[config.mk]
export PLATFORM = sky130hd
export DESIGN_NAME = speck_decrypt_iter
export DESIGN_NICKNAME = d
export VERILOG_FILES = /design/src/rtl/speck_decrypt_iter.sv
export SDC_FILE = /design/constraint.sdc
export NUM_CORES = 1
export LEC_CHECK = 0
export ABC_AREA = 0
export CORE_UTILIZATION = 53
export CTS_CLUSTER_SIZE = 25
export DETAILED_ROUTE_END_ITERATION = 8
export PLACE_DENSITY_LB_ADDON = 0.3
export REMOVE_ABC_BUFFERS = 1
export SLEW_MARGIN = 20
export SYNTH_ARGS = -nofsm -noshare
export SYNTH_HDL_FRONTEND = slang
export SYNTH_SLANG_ARGS = --single-unit
[constraint.sdc]
create_clock -name clk -period 14.4 [get_ports clk]
set_input_delay 1.44 -clock clk [delete_from_list [all_inputs] [get_ports clk]]
set_output_delay 1.44 -clock clk [all_outputs]
set_load 0.01 [all_outputs]
[src/rtl/speck_decrypt_iter.sv]
// speck_decrypt_iter
// Iterative SPECK32/64 decryption. A ciphertext/key pair is accepted in IDLE.
// The round keys are then expanded one per cycle (EXPAND) and the inverse
// rounds run last-to-first, one per cycle (DECRYPT). The plaintext is held in
// DONE until the consumer takes it.
//
// Handshakes: a transfer happens on a rising clk edge where valid and ready
// are both 1. The producer keeps valid (and data) until that edge, and ready
// may depend on state only. in_valid is ignored while in_ready is 0. pt stays
// stable while out_valid is 1 and out_ready is 0.
//
// Ports:
//   clk, rst_n          clock (rising edge), asynchronous active-low reset
//   in_valid/in_ready   ct/key input handshake, in_ready=1 only in IDLE
//   ct[31:0]            ciphertext {x, y}
//   key[63:0]           {l2, l1, l0, k0}
//   out_valid/out_ready plaintext output handshake
//   pt[31:0]            plaintext {x, y}
//   debug_round[4:0]    expansion index in EXPAND, round index in DECRYPT, else 0
module speck_decrypt_iter #(
    parameter int ROUNDS = 22
) (
    input  logic        clk,
    input  logic        rst_n,
    input  logic        in_valid,
    output logic        in_ready,
    input  logic [31:0] ct,
    input  logic [63:0] key,
    output logic        out_valid,
    input  logic        out_ready,
    output logic [31:0] pt,
    output logic [4:0]  debug_round
);

    typedef enum logic [1:0] {IDLE, EXPAND, DECRYPT, DONE} state_t;

    // For ROUNDS=1 LAST_EXP wraps, but EXPAND is never entered in that case.
    localparam logic [4:0] LAST_EXP = 5'(ROUNDS - 2);
    localparam logic [4:0] LAST_RND = 5'(ROUNDS - 1);

    state_t      state_q, state_d;
    logic [4:0]  cnt_q, cnt_d;
    logic [15:0] x_q, x_d;
    logic [15:0] y_q, y_d;
    logic [47:0] l_q, l_d;   // l window, [15:0] is the oldest word l_i
    logic [31:0] pt_q, pt_d;
    logic [15:0] rk_q [ROUNDS];

    logic        rk_we;
    logic [4:0]  rk_waddr;
    logic [15:0] rk_wdata;
    logic [15:0] rk_sel;
    logic [15:0] lnew, rk_new;
    logic [15:0] xy, y_inv, x_sub, x_inv;

    // rk[cnt] serves both phases: rk[i] during expansion, rk[r] during decryption.
    always_comb begin
        rk_sel = '0;
        for (int j = 0; j < ROUNDS; j++) begin
            if (cnt_q == 5'(j)) rk_sel = rk_q[j];
        end
    end

    // Key schedule step and inverse round.
    always_comb begin
        lnew   = (rk_sel + {l_q[6:0], l_q[15:7]}) ^ {11'd0, cnt_q};
        rk_new = {rk_sel[13:0], rk_sel[15:14]} ^ lnew;
        xy     = x_q ^ y_q;
        y_inv  = {xy[1:0], xy[15:2]};
        x_sub  = (x_q ^ rk_sel) - y_inv;
        x_inv  = {x_sub[8:0], x_sub[15:9]};
    end

    // State register.
    always_ff @(posedge clk or negedge rst_n) begin
        if (!rst_n) state_q <= IDLE;
        else        state_q <= state_d;
    end

    // Next-state logic.
    always_comb begin
        state_d = state_q;
        unique case (state_q)
            IDLE:    if (in_valid) state_d = (ROUNDS > 1) ? EXPAND : DECRYPT;
            EXPAND:  if (cnt_q == LAST_EXP) state_d = DECRYPT;
            DECRYPT: if (cnt_q == 5'd0) state_d = DONE;
            DONE:    if (out_ready) state_d = IDLE;
            default: state_d = IDLE;
        endcase
    end

    // Outputs decoded from registered state.
    always_comb begin
        in_ready    = (state_q == IDLE);
        out_valid   = (state_q == DONE);
        pt          = pt_q;
        debug_round = (state_q == EXPAND || state_q == DECRYPT) ? cnt_q : 5'd0;
    end

    // Datapath next-state.
    always_comb begin
        x_d      = x_q;
        y_d      = y_q;
        l_d      = l_q;
        cnt_d    = cnt_q;
        pt_d     = pt_q;
        rk_we    = 1'b0;
        rk_waddr = 5'd0;
        rk_wdata = 16'd0;
        unique case (state_q)
            IDLE: begin
                if (in_valid) begin
                    x_d      = ct[31:16];
                    y_d      = ct[15:0];
                    l_d      = key[63:16];
                    cnt_d    = (ROUNDS > 1) ? 5'd0 : LAST_RND;
                    rk_we    = 1'b1;
                    rk_waddr = 5'd0;
                    rk_wdata = key[15:0];
                end
            end
            EXPAND: begin
                rk_we    = 1'b1;
                rk_waddr = cnt_q + 5'd1;
                rk_wdata = rk_new;
                l_d      = {lnew, l_q[47:16]};
                cnt_d    = (cnt_q == LAST_EXP) ? LAST_RND : cnt_q + 5'd1;
            end
            DECRYPT: begin
                x_d = x_inv;
                y_d = y_inv;
                if (cnt_q == 5'd0) pt_d = {x_inv, y_inv};
                else               cnt_d = cnt_q - 5'd1;
            end
            DONE: begin
            end
            default: begin
            end
        endcase
    end

    always_ff @(posedge clk or negedge rst_n) begin
        if (!rst_n) begin
            x_q   <= '0;
            y_q   <= '0;
            l_q   <= '0;
            cnt_q <= '0;
            pt_q  <= '0;
            for (int j = 0; j < ROUNDS; j++) rk_q[j] <= '0;
        end else begin
            x_q   <= x_d;
            y_q   <= y_d;
            l_q   <= l_d;
            cnt_q <= cnt_d;
            pt_q  <= pt_d;
            for (int j = 0; j < ROUNDS; j++) begin
                if (rk_we && rk_waddr == 5'(j)) rk_q[j] <= rk_wdata;
            end
        end
    end

endmodule

Word-level counts from Yosys, hierarchy flattened
Index checks and enable logic that the tools add are counted.
Widths: inputs -> output; s select.

storage, ports and cells
  register bits = 471
  latch bits = 0
  memory bits (writable) = 0
  ROM bits = 0
  output and inout bits = 39
  word-level logic and storage cells = 163
  memories kept = 0

cells by class
  add/sub/neg operators = 4
  $mul = 0
  div/mod/pow operators = 0
  magnitude comparators = 0
  equality and inequality tests = 50
  shift operators = 0
  muxes and demuxes = 43
  bitwise logic cells = 4
  reductions and logical operators = 34

operator list
  cell                 number
  $mux 16              25
  $pmux 16 s2          3
  $pmux 48 s2          1
  $eq 5x4->1 const B   16
  $eq 5x5->1 const B   12
  $mux 48              1
  $xor 16x16->16       3
  $eq 5x3->1 const B   8
  $mux 5               5
  $logic_and 1x1->1    22
  $eq 5x2->1 const B   4
  $add 16x16->16       1
  $sub 16x16->16       1
  $xor 16x5->16        1
  $pmux 5 s3           1
  $eq 5x1->1 const B   2
  $logic_not 5->1      2
  $mux 2               4
  $ne 2x2->1 const B   4
  $pmux 2 s4           1
  $reduce_and 2->1     3
  $add 5x1->5 const B  1
  $sub 5x1->5 const B  1
  $eq 2x2->1 const B   2
  other kinds (10)     11

Logic depth before layout (Yosys ltp)
Gate-level depths: netlist (run 1).

  depth after elaboration = 27
  depth in mapped cells = 28
  gate-level depth less buffers = 22

Least setup slack after synthesis (run 1)
Ideal clock, no wire load.

  kind = register to register
  start = register cnt_q[0]
  end = register rk_q[62] in the netlist's numbering
  setup time = 0.138 ns
  arrival = 5.678 ns
  required time = 14.262 ns
  path slack = 8.584 ns
  stages on the path, launching flop included = 29
  buffers on the path = 7
  clock period less this slack = 5.816 ns
  cell sequence = dfrtp_1 ha_1 buf_2 clkbuf_1 clkbuf_1 clkbuf_1 and3_1 ha_1 clkbuf_1 buf_1 nor3_1 o21ai_0 a31oi_1 a2111oi_0 o31a_1 inv_1 ha_1 fa_1 nand3_1 a21boi_0 o21a_1 o21ai_0 a21oi_1 o21ai_0 xnor2_1 xnor2_1 a21boi_2 buf_2 a21oi_1

between the ends
  longest elaborated chain between the ends = 27
  elaborated cells between the ends (all ways) = 52
  classes of those cells = add/sub (2); eq/ne (22); mux (24); bitwise (2); reduce/logical (2)

RTL lines
  element                        line  text
  start, declared                42    logic [4:0] cnt_q, cnt_d;
  start signal, assigned         154   cnt_q <= cnt_d;
  $logic_not 5->1                60    if (cnt_q == 5'(j)) rk_sel = rk_q[j];
  $mux 16 (22 in series)         60
  $add 16x16->16                 66    lnew = (rk_sel + {l_q[6:0], l_q[15:7]}) ^ {11'd0, cnt_q};
  $xor 16x5->16                  66
  $xor 16x16->16                 67    rk_new = {rk_sel[13:0], rk_sel[15:14]} ^ lnew;
  $pmux 16 s2                    110   unique case (state_q)
  end signal, assigned by index  157   if (rk_we && rk_waddr == 5'(j)) rk_q[j] <= rk_wdata;
  end, declared                  47    logic [15:0] rk_q [ROUNDS];

Parallel ways exist; a longest one is shown, timed or not.
A chain may end at the register's enable or synchronous reset.

Worst setup path after layout (run 1)
  start = register cnt_q[0]
  end = register rk_q[78] in the netlist's numbering

The elaborated chain is that of the path after synthesis.

==> flow_summary.toml, run 1 <==
[layout]
layout.nets = 2905
layout_common_cells = "dfrtp_1 (469), nor2_1 (409), a21oi_1 (361), nand2_1 (283), o21ai_0 (245)"
leading_cell_type_in_the_layout_fill_and_taps_excluded = "dfrtp_1"
drive_above_1_share_pct = 8.15
area_delta_synth_final_pct = 13.9
fillerInstances = 3927

[logic_synthesis]
ys_top_cells_by_area = "dfrtp_1 (48%), a21oi_1 (7.4%), nor2_1 (6.5%)"
post_synth_inst_count = 2736
synthDominantCellAreaShare_pct = 48.3
synth_largest_area_cell = "dfrtp_1"
synthesis.yosys.warnings = 0
asyncSetResetFlopFracSynth_pct = 100
synth.avg_cell_area_um2 = 8.92
number_of_synthesized_flops_with_an_enable_pin = 0
synth_seq_cells = 471
synth_flop_cell = "dfrtp_1"
yosysSeqAreaShare_pct = 48.3
mappedNetlistArea_um2 = 24400
synth.distinct_cells = 97

[timing]
timing.clock.skew_ps = 27.8
max_slew.worst_pin.slew_ps = 1240
report.final.setup_viol = 0
final_min_period_over_clock_period_pct = 56.2
finalCriticalPeriod_ps = 8100
fmaxAchievable_mhz = 124
timing.setup.tns_ps = 0
maxSlewHeadroom_pct = 17.5
hold_viol = 0
rsz0062_at_grt = "false"
report.final.slew_viol_count = 0

[global_route]
first_global_vias = 20800
grt_start_max_net_pins = 179
grtUsageTotal_pct = 36.1
grt.overflow.total = 0
grt_antenna_before_repair = 5
grt_first_pass_wirelength_um = 127000

[clocking]
h_tree_level_count = 2
worstSkewPairLatency_ps = 610
cts.root.buffer_cell = "clkbuf_16"
clkSinkCount = 471
post_cts_resize_count = 0
tritoncts.num_buffers = 50
post-cts-setup-buffer-count = 0
clock_tree.buffer_depth = 3
post_cts_hold_buffer_count = 0
path_clk_slew_ps = 60
tritoncts_clock_tree = "done"

[drt]
routedWlPerCell_um = 24.9
drt-total-wl_um = 84800
detailedRoute.firstPassIterationCount = 8
post-route-drc-count = 0
antenna_violating_nets_post_route = 0
drt_iter0_markers = 2750
routed_via_density = 6.40
dr_total_vias = 21800

[setup_path]
regToRegStartpoint = "cnt_q[0]"
setup.worst_path.start = "cnt_q[0]"
cp_data_arrival_time_ps = 8510
cp_max_fo = 39
timing.setup.critical_path_class = "reg2reg"
cp-end-kind = "flop"
timing.critical_path.from_type = "flop"
required_ps = 14810

[placed_design]
input_output_buffers = 138
place.detailed.hpwl_um = 58000
gp_congestion = 1.01

[die]
start_util_pct = 53.8
floorplan.die.height_um = 217
placeableCoreArea_um2 = 45400
io_pins = 139
die-width_um = 217
rows = 78
die-area_um2 = 46900

[worst_hold_path]
holdCritPathClass = "reg2reg"
worstHoldStart = "l_q[28]"

[run]
max_cap_viol_count = 0

[outcome]
outcome = "finished clean"
## logic make-up (layout without fill, tap and decap cells)
kind of cell	Yosys count	count (layout)	synth area share, %
AOI/OAI and AO/OA	911	911	22.4
and+or+nand+nor	905	905	16.6
DFF	471	471	48.3
buffers and inverters	262	324	4.86
xor gates and xnor gates	81	81	2.94
muxes	62	62	2.57
adders and majority gates	44	44	2.32
other	0	3	0
## sequential cells by signal, summed over array words and instances (netlist names)
name	flops
rk_q	352
l_q	48
pt	32
x_q	16
y_q	16
cnt_q	5
state_q	2
## through the flow
step                cells  utilization (%)  worst slack [ps]  hold WS, ps  instance area, µm²
floorplan            2512                -              7920          441               23400
global route         3401             61.2              6060          498               27800
global placement     3306             57.4              6740          460               26100
CTS                  3396             61.2              6500          482               27800
detailed placement   3307             57.5              6550          466               26100
finish               3401             61.2              6300          477               27800
## synth_stat cells, types with 6 or more instances
cell	number
dfrtp_1	471
nor2_1	425
a21oi_1	363
nand2_1	284
o21ai_0	245
clkbuf_1	143
mux2i_1	57
xnor2_1	57
a31oi_1	45
buf_2	42
ha_1	42
inv_1	35
a221oi_1	28
nor3_1	28
o22ai_1	27
nor2b_1	25
xor2_1	23
nand3_1	21
a211oi_1	19
a22oi_1	18
and2_1	17
a21oi_2	16
buf_4	15
a21o_1	14
o21ai_1	14
and3_1	13
nand2b_1	13
buf_1	12
or3_1	12
o221ai_1	11
o31ai_1	11
buf_6	10
a2111oi_0	9
nand4bb_1	9
o211ai_1	9
a221o_1	7
nand3b_1	7
a22o_1	6
nand4_1	6
o2111ai_1	6
o22a_1	6
## critical path, cell delays in order (launching register included)
cell	delay (ps)
dfrtp_1	630
ha_2	760
buf_4	530
nand4bb_1	750
nor2_1	240
or3_1	140
a31oi_1	90
a2111oi_0	800
o31a_1	370
inv_1	80
ha_1	230
fa_1	440
nand3_1	110
a21boi_0	100
o21a_1	190
o21ai_0	450
a21oi_1	190
o21ai_0	240
xnor2_1	200
xnor2_1	170
a21boi_2	880
o21ai_0	240
## cell type report
cell class / instances / area [µm²] / share of cell area [%]
diodes: 3 / 7.51 / 0.0270
clock buffers: 75 / 1480 / 5.31
clock inverters: 14 / 204 / 0.734
inverters: 38 / 143 / 0.513
multi-input cells: 2003 / 11600 / 41.6
flip-flops and latches: 471 / 11800 / 42.4
well taps: 600 / 751 / 2.70
repair buffers: 197 / 1850 / 6.65
## path summary, 6_finish.rpt
check | cells past startpoint | to | slack [ps]
max | 21 | rk_q[78] | 6300
min | 2 | l_q[28] | 480
max reg2reg | 21 | rk_q[78] | 6300
min reg2reg | 2 | l_q[28] | 480
max in group asynchronous | 3 | rk_q[230] | 11260
min in group asynchronous | 1 | pt[13] | 850
## metal layers
metal / part of all wire, % / up-vias / GRT usage, %
li1: - / 9641 / -
met4: 4.7 / 6 / 16.5
met5: 0.047 / - / 0
met1: 40 / 10700 / 49.5
met3: 9.7 / 236 / 7.30
met2: 46 / 1239 / 55.4
Power of run 1 is left out: the tool's default activity adds up to more than one toggle a clock period on the data nets, which glitch-free logic cannot reach.
==> run 2: changes to the inputs <==
clock period = 7.3 ns   (was 14.4 ns; I/O delays follow)
==> run 2 against run 1 <==
Global-route usage up 0.40 points. Final area is 1.4% higher. Sequential share of layout area fell by 0.58 points. Clock skew shrank 4.1 ps. Die area unchanged. Critical path type unchanged. Critical endpoint is now rk_q[63].
==> flow_summary.toml, run 2 (same netlist as run 1, synthesis figures left out) <==
[timing]
timing.clock.skew_ps = 23.7
report.final.setup_viol = 0
fmaxAchievable_mhz = 143
rsz0062_at_grt = "false"
final_min_period_over_clock_period_pct = 95.8
setup_ws_ps = 303
hold_viol = 0
finalCriticalPeriod_ps = 7000
report.final.slew_viol_count = 0
max_slew.worst_pin.slew_ps = 1140
timing.setup.tns_ps = 0
maxSlewHeadroom_pct = 23.9

[die]
floorplan.die.height_um = 217
die-width_um = 217
rows = 78
die-area_um2 = 46900
start_util_pct = 53.8
io_pins = 139
placeableCoreArea_um2 = 45400

[setup_path]
cp_data_arrival_time_ps = 7450
timing.setup.critical_path_class = "reg2reg"
required_ps = 7750
setup.worst_path.start = "cnt_q[0]"
cp_max_fo = 23
regToRegStartpoint = "cnt_q[0]"
crit_path_cell_trace = "ha_1 > buf_4 > or4_1 > o32a_1 > a211o_1 > a221o_1 > a21oi_1 > o21a_2 > ha_1 > a211oi_1 > o21ai_0 > a31oi_1 > o21ai_0 > nor3_1 > o21bai_1 > xnor2_1 > xnor2_1 > nand2_1 > buf_4 > a31oi_1"
worstPathBufferInverterCount = 2
cp-end-kind = "flop"
worst_path_largest_cell_delay_ps = 680
critical-path-slowest-cell = "or4_1"
timing.critical_path.from_type = "flop"
cpLargestDelayFamily = "compound AO/OA/AOI/OAI gates"

[clocking]
cts.root.buffer_cell = "clkbuf_16"
tritoncts.num_buffers = 51
path_clk_slew_ps = 70
post_cts_hold_buffer_count = 0
post-cts-setup-buffer-count = 0
worstSkewPairLatency_ps = 620
h_tree_level_count = 2
clkSinkCount = 471
tritoncts_clock_tree = "done"
clock_tree.buffer_depth = 3

[drt]
drt-total-wl_um = 85300
post-route-drc-count = 0
detailedRoute.firstPassIterationCount = 6
routedWlPerCell_um = 24.8
drt_iter0_markers = 2865
routed_via_density = 6.39
dr_total_vias = 22000
antenna_violating_nets_post_route = 0

[placed_design]
input_output_buffers = 138
gp_congestion = 0.989
dp.cells = 3345
pre_cts_slack_ps = 549
place.detailed.hpwl_um = 58500
post_detailed_placement_cell_area_um2 = 26400

[layout]
area_delta_synth_final_pct = 15.5
ff_latch_area_um2 = 11800
design_area_um2 = 28200
drive_above_1_share_pct = 9.65
largest_register_ff_count = 352
leading_cell_type_in_the_layout_fill_and_taps_excluded = "dfrtp_1"
layout.nets = 2944
largest_register = "rk_q"
multi_input_combinational_cell_area_um2 = 11600
fillerInstances = 3902
finalNonFillerCells = 3441
layout_common_cells = "dfrtp_1 (469), nor2_1 (410), a21oi_1 (361), nand2_1 (283), o21ai_0 (245)"

[global_route]
grt.overflow.total = 0
grt_antenna_before_repair = 2
grt_first_pass_wirelength_um = 129000
first_global_vias = 21200
grtUsageTotal_pct = 36.5
grt_start_max_net_pins = 186

[worst_hold_path]
holdCritPathClass = "in2async"

[run]
max_cap_viol_count = 0

[outcome]
outcome = "finished clean"
run 2: changes by cell type in the layout (fill, tap and decap cells not counted), sizes merged:
cell,previous run,this run
diode,3,1
buf,59,98
clkbuf,76,68
clkinv,8,13
clkinvlp,2,4
inv,37,41
run 2: final timing paths:
check / endpoint / slack (ps) / cells after the start
min in group clk: pt[30] / 470 / 2
worst min register to register: pt[30] / 470 / 2
worst max-delay path: rk_q[63] / 300 / 20
worst min-delay path: pt[13] / 90 / 1
worst max register to register: rk_q[63] / 300 / 20
max in group asynchronous: rk_q[222] / 5740 / 3
run 2: final cells by class:
type	instances	share of cell area (%)
Sequential cell	471	41.8
Multi-Input combinational cell	2003	41.0
Timing Repair Buffer	235	7.84
Clock buffer	68	5.11
Tap cell	600	2.67
Clock inverter	25	0.990
Inverter	38	0.506
Antenna cell	1	0.00888
run 2: metrics by stage:
step / hold WS [ps] / utilization [%]
3_3_place_gp: 456 / 58.2
2_1_floorplan: 434 / -
3_5_place_dp: 465 / 58.2
4_1_cts: 117 / 62.0
5_1_grt: 132 / 62.1
6_report: 92.9 / 62.1
run 2: per-layer routing:
metal / vias to the layer above / global-route usage, % / share of wire [%]
met5: - / 0 / 0.018
met3: 241 / 7.47 / 9.9
met4: 2 / 18.3 / 5.3
met1: 10800 / 49.2 / 39
li1: 9728 / - / -
met2: 1232 / 56.1 / 46
run 2: timing repair:
item	4_1_cts	5_1_grt
resized for setup	0	1
hold endpoints to repair	0	0
setup endpoints to repair	0	22
run 2: worst reg2reg max path, delay by kind of cell, from the launching register on:
kind / cells / cell delay [ps]
AO/OA/AOI/OAI: 11 / 3280
flip-flops: 1 / 540
buffers and inverters: 2 / 730
adder cells (fa/ha/maj): 2 / 910
XOR/XNOR: 2 / 360
AND/OR/NAND/NOR: 3 / 1040
Power of run 2 is left out for the same reason.
